===== config.mk =====
export PLATFORM = sky130hd
export DESIGN_NAME = ig_recon_flat
export DESIGN_NICKNAME = d
export VERILOG_FILES = /design/src/rtl/ig_recon_pkg.sv /design/src/rtl/ig_recon_if.sv /design/src/rtl/ig_recon_add_sat.sv /design/src/rtl/ig_recon.sv /design/src/flat_wrapper.sv
export SDC_FILE = /design/constraint.sdc
export NUM_CORES = 1
export LEC_CHECK = 0
export ABC_CLOCK_PERIOD_IN_PS = 1800
export BUFFER_PORTS_ARGS = -buffer_cell sky130_fd_sc_hd__buf_2
export CAP_MARGIN = 5
export CORE_MARGIN = 5
export CORE_UTILIZATION = 51
export DETAILED_ROUTE_END_ITERATION = 12
export GPL_TIMING_DRIVEN = 0
export PLACE_DENSITY_LB_ADDON = 0.12
export SYNTH_ARGS = -nofsm -noshare
export SYNTH_HDL_FRONTEND = slang
export SYNTH_SLANG_ARGS = --single-unit

===== constraint.sdc =====
create_clock -name clk -period 1.8 [get_ports clk]
set_input_delay 0.27 -clock clk [delete_from_list [all_inputs] [get_ports clk]]
set_output_delay 0.27 -clock clk [all_outputs]
set_load 0.01 [all_outputs]

===== src/rtl/ig_recon_pkg.sv =====
// Shared constants, state encoding and gradient-word field positions for ig_recon.
// IMG_W/IMG_H here are defaults only; the top module overrides them per instance.
package ig_pkg;

    localparam int DEF_IMG_W = 256;
    localparam int DEF_IMG_H = 256;
    localparam int PIX_W     = 8;
    localparam int G_W       = 10;
    localparam int GRAD_W    = 2 * G_W;
    localparam int ADDR_W    = 16;

    localparam int GX_MSB = 2 * G_W - 1;
    localparam int GX_LSB = G_W;
    localparam int GY_MSB = G_W - 1;
    localparam int GY_LSB = 0;

    typedef enum logic [2:0] {
        IDLE,
        SEED,
        CHAIN,
        TAIL,
        LAST,
        DONE
    } state_t;

endpackage


===== src/rtl/ig_recon_if.sv =====
// Gradient-memory read port and image-memory write port seen by ig_recon.
// Reads are asynchronous: grad_di follows grad_addr within the same cycle.
interface ig_recon_if;
    import ig_pkg::*;

    logic              grad_rd;
    logic [ADDR_W-1:0] grad_addr;
    logic [GRAD_W-1:0] grad_di;
    logic              img_wr;
    logic [ADDR_W-1:0] img_addr;
    logic [PIX_W-1:0]  img_do;

    modport master (
        output grad_rd, grad_addr, img_wr, img_addr, img_do,
        input  grad_di
    );

    modport slave (
        input  grad_rd, grad_addr, img_wr, img_addr, img_do,
        output grad_di
    );

endinterface


===== src/rtl/ig_recon_add_sat.sv =====
// Unsigned pixel plus signed gradient, evaluated at G_W+1 bits.
// Wraps modulo 2^PIX_W by default; IG_RECON_SAT_EN clamps and reports the clamp.
module ig_add_sat
    import ig_pkg::*;
(
    input  logic        [PIX_W-1:0] pix_i,
    input  logic signed [G_W-1:0]   grad_i,
`ifdef IG_RECON_SAT_EN
    output logic                    sat_o,
`endif
    output logic        [PIX_W-1:0] sum_o
);

    localparam int SW = G_W + 1;

    logic signed [SW-1:0] sum;

    assign sum = $signed({{(SW-PIX_W){1'b0}}, pix_i}) + $signed({grad_i[G_W-1], grad_i});

`ifdef IG_RECON_SAT_EN
    localparam logic signed [SW-1:0] PIX_MAX = SW'((1 << PIX_W) - 1);

    function automatic logic [PIX_W-1:0] clamp_pix(input logic signed [SW-1:0] s);
        if (s < 0)
            return '0;
        if (s > PIX_MAX)
            return '1;
        return s[PIX_W-1:0];
    endfunction

    assign sum_o = clamp_pix(sum);
    assign sat_o = (sum < 0) || (sum > PIX_MAX);
`else
    function automatic logic [PIX_W-1:0] wrap_pix(input logic signed [SW-1:0] s);
        return s[PIX_W-1:0];
    endfunction

    assign sum_o = wrap_pix(sum);
`endif

endmodule


===== src/rtl/ig_recon.sv =====
// ig_recon: rebuilds an IMG_W x IMG_H image from packed {gx,gy} gradients and a seed pixel.
// Define IG_RECON_SAT_EN to clamp sums instead of wrapping and keep a sticky sat_seen flag.
module ig_recon
    import ig_pkg::*;
#(
    parameter int IMG_W = DEF_IMG_W,
    parameter int IMG_H = DEF_IMG_H
) (
    input  logic             clk,
    input  logic             reset,
    input  logic [PIX_W-1:0] seed,
    ig_recon_if.master       bus,
    output logic             done
);

    localparam int N = IMG_W * IMG_H;
    localparam logic [ADDR_W-1:0] CHAIN_END = ADDR_W'(N - 2 * IMG_W);
    localparam logic [ADDR_W-1:0] TAIL_END  = ADDR_W'(N - IMG_W - 2);
    localparam logic [ADDR_W-1:0] LAST_PIX  = ADDR_W'(N - 1);
    localparam logic [ADDR_W-1:0] ROW       = ADDR_W'(IMG_W);

    state_t            state_q, state_d;
    logic [ADDR_W-1:0] a_q, a_d;
    logic [PIX_W-1:0]  acc_q, acc_d;
    logic [PIX_W-1:0]  base_q, base_d;
    logic              grad_rd_q, grad_rd_d;
    logic [ADDR_W-1:0] grad_addr_q, grad_addr_d;
    logic              img_wr_q, img_wr_d;
    logic [ADDR_W-1:0] img_addr_q, img_addr_d;
    logic [PIX_W-1:0]  img_do_q, img_do_d;
    logic              done_q, done_d;

    logic signed [G_W-1:0] gx, gy;
    logic [PIX_W-1:0]      chain_sum, tail_sum;

    assign gx = $signed(bus.grad_di[GX_MSB:GX_LSB]);
    assign gy = $signed(bus.grad_di[GY_MSB:GY_LSB]);

`ifdef IG_RECON_SAT_EN
    logic chain_sat, tail_sat;
    logic sat_seen_q;
`endif

    // Chain path extends the running pixel along the row-major scan; tail path fills the last row from above.
    ig_add_sat u_chain_add (
        .pix_i  (acc_q),
        .grad_i (gx),
`ifdef IG_RECON_SAT_EN
        .sat_o  (chain_sat),
`endif
        .sum_o  (chain_sum)
    );

    ig_add_sat u_tail_add (
        .pix_i  (base_q),
        .grad_i (gy),
`ifdef IG_RECON_SAT_EN
        .sat_o  (tail_sat),
`endif
        .sum_o  (tail_sum)
    );

    always_comb begin
        state_d     = state_q;
        a_d         = a_q;
        acc_d       = acc_q;
        base_d      = base_q;
        grad_rd_d   = grad_rd_q;
        grad_addr_d = grad_addr_q;
        img_wr_d    = 1'b0;
        img_addr_d  = img_addr_q;
        img_do_d    = img_do_q;
        done_d      = done_q;

        case (state_q)
            IDLE: state_d = SEED;
            SEED: begin
                img_wr_d    = 1'b1;
                img_addr_d  = '0;
                img_do_d    = seed;
                acc_d       = seed;
                grad_rd_d   = 1'b1;
                grad_addr_d = '0;
                a_d         = '0;
                state_d     = CHAIN;
            end
            CHAIN: begin
                img_wr_d   = 1'b1;
                img_addr_d = a_q + 16'd1;
                img_do_d   = chain_sum;
                acc_d      = chain_sum;
                base_d     = acc_q;
                if (a_q < CHAIN_END) begin
                    a_d         = a_q + 16'd1;
                    grad_addr_d = a_q + 16'd1;
                end else begin
                    state_d = TAIL;
                end
            end
            TAIL: begin
                img_wr_d   = 1'b1;
                img_addr_d = a_q + ROW;
                img_do_d   = tail_sum;
                // The final last-row source has no chain successor: the only pixel left is N-1.
                if (a_q == TAIL_END) begin
                    grad_rd_d = 1'b0;
                    state_d   = LAST;
                end else begin
                    a_d         = a_q + 16'd1;
                    grad_addr_d = a_q + 16'd1;
                    state_d     = CHAIN;
                end
            end
            LAST: begin
                img_wr_d   = 1'b1;
                img_addr_d = LAST_PIX;
                img_do_d   = '0;
                grad_rd_d  = 1'b0;
                state_d    = DONE;
            end
            DONE: done_d = 1'b1;
            default: state_d = IDLE;
        endcase
    end

    always_ff @(posedge clk or posedge reset) begin
        if (reset) begin
            state_q     <= IDLE;
            a_q         <= '0;
            acc_q       <= '0;
            grad_rd_q   <= 1'b0;
            grad_addr_q <= '0;
            img_wr_q    <= 1'b0;
            img_addr_q  <= '0;
            img_do_q    <= '0;
            done_q      <= 1'b0;
        end else begin
            state_q     <= state_d;
            a_q         <= a_d;
            acc_q       <= acc_d;
            grad_rd_q   <= grad_rd_d;
            grad_addr_q <= grad_addr_d;
            img_wr_q    <= img_wr_d;
            img_addr_q  <= img_addr_d;
            img_do_q    <= img_do_d;
            done_q      <= done_d;
        end
    end

    always_ff @(posedge clk) begin
        base_q <= base_d;
    end

`ifdef IG_RECON_SAT_EN
    always_ff @(posedge clk or posedge reset) begin
        if (reset)
            sat_seen_q <= 1'b0;
        else if ((state_q == CHAIN && chain_sat) || (state_q == TAIL && tail_sat))
            sat_seen_q <= 1'b1;
    end
`endif

    assign bus.grad_rd   = grad_rd_q;
    assign bus.grad_addr = grad_addr_q;
    assign bus.img_wr    = img_wr_q;
    assign bus.img_addr  = img_addr_q;
    assign bus.img_do    = img_do_q;
    assign done          = done_q;

endmodule


===== src/flat_wrapper.sv =====
// flat-port wrapper written by rule: the top's interface ports become plain ports
module ig_recon_flat import ig_pkg::*;
#(
    parameter int IMG_W = DEF_IMG_W,
    parameter int IMG_H = DEF_IMG_H
)
  (clk, reset, seed, done, bus_grad_rd, bus_grad_addr, bus_img_wr, bus_img_addr, bus_img_do, bus_grad_di);
  ig_recon_if bus_i ();
  input  logic clk;
  input  logic reset;
  input  logic [PIX_W-1:0] seed;
  output logic done;
  output wire logic [$bits(bus_i.grad_rd)-1:0] bus_grad_rd;
  output wire logic [$bits(bus_i.grad_addr)-1:0] bus_grad_addr;
  output wire logic [$bits(bus_i.img_wr)-1:0] bus_img_wr;
  output wire logic [$bits(bus_i.img_addr)-1:0] bus_img_addr;
  output wire logic [$bits(bus_i.img_do)-1:0] bus_img_do;
  input wire logic [$bits(bus_i.grad_di)-1:0] bus_grad_di;
  assign bus_grad_rd = bus_i.grad_rd;
  assign bus_grad_addr = bus_i.grad_addr;
  assign bus_img_wr = bus_i.img_wr;
  assign bus_img_addr = bus_i.img_addr;
  assign bus_img_do = bus_i.img_do;
  assign bus_i.grad_di = bus_grad_di;
  ig_recon #(.IMG_W(IMG_W), .IMG_H(IMG_H)) u_core (.clk(clk), .reset(reset), .seed(seed), .bus(bus_i), .done(done));
endmodule

# Word level (Yosys, flattened, before mapping)

Index checks and enable logic that the tools add are counted.

Register bits: 62
Input port bits: 30
Output and inout port bits: 43
Logic and storage cells: 46

$add $sub $neg: 4
Order comparisons: 1
Equal/unequal tests: 10
Mux-type cells: 12
Bitwise operators: 1
Reductions and logical operators: 9

Operators with widths:

| kind                                                             | number |
|---|---|
| 16-bit one-hot mux with 4 select lines                           | 1 |
| 16-bit one-hot mux with 3 select lines                           | 1 |
| 16-bit 2-to-1 mux                                                | 2 |
| 8-bit one-hot mux with 4 select lines                            | 1 |
| 3-bit one-hot mux with 6 select lines                            | 1 |
| 16-bit by 1-bit adder with 16-bit output (second input constant) | 1 |
| 16-bit by 9-bit adder with 16-bit output (second input constant) | 1 |
| 8-bit adder                                                      | 2 |
| 16-bit == test (second input constant)                           | 1 |
| 16-bit less-than comparator (second input constant)              | 1 |
| 8-bit one-hot mux with 2 select lines                            | 1 |
| 3-bit by 2-bit == test with 1-bit output (second input constant) | 2 |
| 3-bit == test (second input constant)                            | 2 |
| 3-bit 2-to-1 mux                                                 | 2 |
| 3-bit nonzero test                                               | 2 |
| 2-bit by 1-bit != test with 1-bit output (second input constant) | 2 |
| 2-bit != test (second input constant)                            | 2 |
| 2-bit AND reduction                                              | 2 |
| 4-bit nonzero test                                               | 1 |
| 4-bit OR reduction                                               | 1 |
| 3-bit by 1-bit == test with 1-bit output (second input constant) | 1 |
| 3-bit zero test                                                  | 1 |
| 1-bit one-hot mux with 3 select lines                            | 1 |
| 3-bit AND reduction                                              | 1 |
| other kinds (3)                                                  | 4 |

# Longest topological paths before layout

Word-level depth: 3
Mapped depth: 9
Depth with buffers taken out: 8

# By module

From an unflattened synthesis, not the netlist that was laid out.

Cell total of the unflattened synthesis: 441
Area total of the unflattened synthesis: 3,996.3 um^2

Modules (own cells, without submodules):

| module     | times used | cells an instance | area an instance (um^2) | sequential area each (um^2) |
|---|---|---|---|---|
| ig_recon   | 1          | 357               | 3,333.2                 | 1,591.5 |
| ig_add_sat | 2          | 42                | 331.6                   | 0.0 |

# Least setup slack after synthesis

Ideal clock, no wire load.

Path type: register to register
Start point: reg u_core.acc_q[0]
End point: reg u_core.img_do_q[4] (netlist: u_core.bus.img_do[4])
Library setup time: 140 ps
Data arrival time: 1,747 ps
Required time: 1,660 ps
Setup slack: -87 ps
Cell stages (with the launch flop): 8
Path buffers: 0
Clock period less this slack: 1,887 ps
Cell sequence: dfrtp_1 -> ha_1 -> fa_1 -> a21o_1 -> a211oi_1 -> nor3_1 -> a311oi_1 -> a21oi_1

Cells in the longest elaborated chain, start to end: 2

RTL lines:

| item                                  | line                   | source |
|---|---|---|
| start: declaration                    | ig_recon.sv:24         | `logic [PIX_W-1:0] acc_q, acc_d;` |
| start signal: assignment              | ig_recon.sv:130        | `acc_q <= '0;` |
| start signal: assignment              | ig_recon.sv:140        | `acc_q <= acc_d;` |
| 8-bit adder                           | ig_recon_add_sat.sv:18 | `assign sum = $signed({{(SW-PIX_W){1'b0}}, pix_i}) + $signed({grad_i[G_W-1], grad_i});` |
| 8-bit one-hot mux with 4 select lines | ig_recon.sv:75         | `case (state_q)` |
| end signal: assignment                | ig_recon.sv:145        | `img_do_q <= img_do_d;` |
| end: declaration                      | ig_recon.sv:30         | `logic [PIX_W-1:0] img_do_q, img_do_d;` |

Every way passes these cells.
A chain may end at the register's enable or synchronous reset.

# Worst setup path after layout

Same ends and word-level chain as after synthesis.

==> metrics.md <==
| Metric | Value |
|---|---|
| Outcome | finished, violations left |
| Failing checks | negative setup slack |
| Clock Sinks | 62 |
| CTS Buf Count | 9 |
| Number of global-route vias before repair | between 3000 and 4000 |
| Detail Placement HPWL | 8.24 mm |
| Sw Ratio | 34.6% |
| CP Class | reg -> reg |
| Post-synth top flop | dfrtp_1 |
| Leakage | 0.00245 uW |
| Synth Area per Inst | 8.83 sq um |
| ANT nets after route | 0 |
| Worst path max stage delay | 0.41 ns |
| Post-Route WL | approximately 13 mm |
| Cell area after layout | 0.00553 sq mm |
| Starting Density | 51.9% |
| Hold_ws | between 0.2 and 0.25 ns |
| Final setup viols | 4 |
| Period Utilization, post-route | 105% |
| Nets@finish | 619 |
| Worst vdd ir | 0.000627 V |
| Startpoint types | flip-flop |
| Placer Congestion | 0.864 |
| R2r setup slk | -0.09 ns |
| CTS tree | built |
| Psw | 1910 uW |
| Clock latency on the worst-skew pair | 0.34 ns |
| First-pass GRT wire length | 19.8 mm |
| Mapped Cells | ~450 |
| Die area | slightly below 0.01 sq mm |
| Vias per inst | 6.08 |
| Worst-path maximum fanout | 3 |
| Worst rel slew slack | roughly two thirds |
| DRC violations left | 0 |
| Core area | 0.00765 sq mm |
| CP delay by family, top | compound AO/OA/AOI/OAI gates |
| Syn-to-layout area delta | 39.3% |
| Via count | 4113 |
| I/O Buffers | 68 |
| FMAX | approximately 530 MHz |
| Capturing point of the worst reg2reg path | u_core.bus.img_do[4] |
| Grt total ovfl | 0 |
| Row count | 32 |
| Worst min-delay path class | in -> reg |
| Critical Path RT | about 2 ns |
| P per Cell Area | 1000 mW/mm^2 |
| Mapped Area | 0.00397 sq mm |
| Min Tclk post-route | 1.89 ns |
| Hold path cells | 3 |
| Tot GR Track Use | 25.1% |
| Min setup slack post-route | -0.0864 ns |
| Worst path buffer plus inverter count | 0 |
| Vert. Die Dim | 98.2 microns |
| Boundary pin count | 73 |
| FF-to-FF Start | u_core.acc_q[0] |
| Reg power frac | 35.3% |
| Largest net degree at the start of global routing | 36 |
| Clock power frac | 23.1% |
| Clock Skew | 0.00841 ns |
| RSZ-0062 raised after global routing | yes |
| H-Tree Depth | 3 |
| P_int | 3620 uW |
| Combinational share of power | 41.6% |
| Placed cell area | 0.00446 sq mm |
| Critical path's slowest cell | dfrtp_1 |
| Die W | 98.2 microns |
| # diodes | 0 |
| Worst reg2reg path depth | 7 |
| Fill cell total of the finished layout | 581 |
| Synthesized Nets | approximately 500 |
| Total of max-cap violations | 0 |
| Distinct cells, synth | 63 |
| Clock buffer depth | 2 |
| Yosys reg bits | between 60 and 70 |
| Worst path cell trace | ha_4 -> fa_2 -> a21o_1 -> a211oi_2 -> nor3_2 -> a311oi_2 -> a21oi_1 |
| Final Max Tran Viols | 0 |
| Layout cells sized above 1 | 40.2% |
| Sequential area share after synthesis | 40.1% |
| Critical path endpoint category | flip-flop |
| Clk slew on worst S/H paths | 0.07 ns |
| Initial antenna violation count | 0 |
| Initial DRC Count | 327 |
| WHS Endpoint | u_core.acc_q[5] |
| Yosys warns | 0 |
| DP Worst Slack | -0.315 ns |
| Detailed-route wire length per cell | between 15 and 20 microns |
| Number of enable flip-flop cells after synthesis | 8 |
| Initial DRT Pass Iterations | 5 |
| Worst-margin pin slew | just over 0.5 ns |
| Post-synth ARST share | 87.1% |
| Min-delay src | seed[5] |
| Final Hold Violating Endpoints | 0 |
| Worst Path Arrival | between 2 and 2.5 ns |
| Power Total | about 5500 uW |
| Root buffer selected by CTS | clkbuf_8 |
==> Yosys cell counts, types with 9 or more instances <==
cell	number	share of area (%)
dfrtp_1	54	34
o211ai_1	12	2.3
nand2_1	46	4.4
buf_2	12	1.5
inv_1	15	1.4
ha_1	18	5.7
a31oi_1	20	3.2
o21ai_0	32	4.0
a21oi_1	33	4.2
nand3_1	15	1.9
nor3_1	9	1.1
xnor2_1	14	3.1
nor2_1	38	3.6
clkbuf_1	9	0.85
==> power by group through the flow <==
stage	sequential, uW	combinational [uW]	clock (uW)
detailed placement	1950	1780	0
CTS	1920	1980	1280
finish	1960	2300	1280
global route	1980	2530	1360
global placement	1940	1720	0
floorplan	1950	1300	0
==> state kept, by name (all words and copies together) (netlist names) <==
| signal | count |
|---|---|
| u_core.a_q | 16 |
| u_core.state_q | 3 |
| u_core.base_q | 8 |
| u_core.done | 1 |
| u_core.bus.grad_rd | 1 |
| u_core.bus.img_wr | 1 |
| u_core.bus.img_do | 8 |
| u_core.acc_q | 8 |
| u_core.bus.img_addr | 16 |
==> final cells by class <==
| class | instances | area, sq um | share of cell area (%) |
|---|---|---|---|
| sequential | 62 | 1600 | 29.0 |
| timing repair buffer | 110 | 713 | 12.9 |
| multi-input combinational | 341 | 2610 | 47.2 |
| buffer | 28 | 201 | 3.65 |
| tap | 102 | 128 | 2.31 |
| clock buffer | 12 | 155 | 2.81 |
| clock inverter | 4 | 45.0 | 0.815 |
| inverter | 17 | 75.1 | 1.36 |
==> per-stage QoR <==
step | utilization [%] | instances | setup TNS (ns)
2_1_floorplan | - | 449 | 0
3_3_place_gp | 58.0 | 619 | -37.81
3_5_place_dp | 58.3 | 620 | -6.17
4_1_cts | 65.1 | 654 | -0.477
5_1_grt | 72.3 | 676 | -1.15
6_report | 72.3 | 676 | -0.129
==> what timing repair did <==
| item | CTS | global route |
|---|---|---|
| pin swaps | 22 | 29 |
| resized for setup | 45 | 82 |
| hold endpoints to repair | 19 | 0 |
| setup buffers | 15 | 22 |
| gates cloned | 2 | 1 |
| setup endpoints to repair | 37 | 45 |
| hold buffers | 1 | 0 |
==> logic make-up (layout without fill, tap and decap cells) <==
| group | after synthesis | in the layout | share of synthesized area [%] |
|---|---|---|---|
| AND/OR/NAND/NOR | 146 | 146 | 17.5 |
| buffers and inverters | 46 | 171 | 5.61 |
| AO/OA/AOI/OAI | 151 | 151 | 24.6 |
| flip-flops | 62 | 62 | 40.1 |
| multiplexers | 5 | 5 | 1.26 |
| adder cells (fa/ha/maj) | 20 | 20 | 6.69 |
| XOR/XNOR | 19 | 19 | 4.20 |
==> worst max-delay path by stage <==
stage / from / slack, ns / to / cells past startpoint
2_1_floorplan: u_core.acc_q[0] / 0.003 / u_core.bus.img_do[4] / 7
3_3_place_gp: reset / -0.59 / u_core.a_q[13] / 2
3_5_place_dp: u_core.a_q[8] / -0.31 / u_core.a_q[2] / 7
4_1_cts: u_core.acc_q[0] / -0.16 / u_core.bus.img_do[4] / 7
5_1_grt: u_core.acc_q[0] / -0.17 / u_core.bus.img_do[4] / 7
6_report: u_core.acc_q[0] / -0.09 / u_core.bus.img_do[4] / 7
==> cells in the final DEF (no fill, tap or decap), drive strengths merged, types with 14 or more instances in the layout <==
master,count
buf,124
nand2,46
dfrtp,54
inv,16
ha,18
o21ai,33
xnor2,14
nand3,15
clkbuf,25
nor2,38
a31oi,20
a21oi,34
==> worst reg2reg max path, delay by kind of cell, from the launching register on <==
kind / cells / cell delay, ns
AOI/OAI and AO/OA: 4 / 0.74
adders and majority gates: 2 / 0.54
DFF: 1 / 0.41
and+or+nand+nor: 1 / 0.07
==> routing by layer <==
metal,vias to the layer above,global-route usage (%),wire length (microns)
met5,-,0,0
met4,0,8.61,410
met3,43,4.86,747
met2,186,43.5,6730
met1,1984,31.5,5180
li1,1900,-,-
No activity file was read; power rests on OpenSTA's default activity.
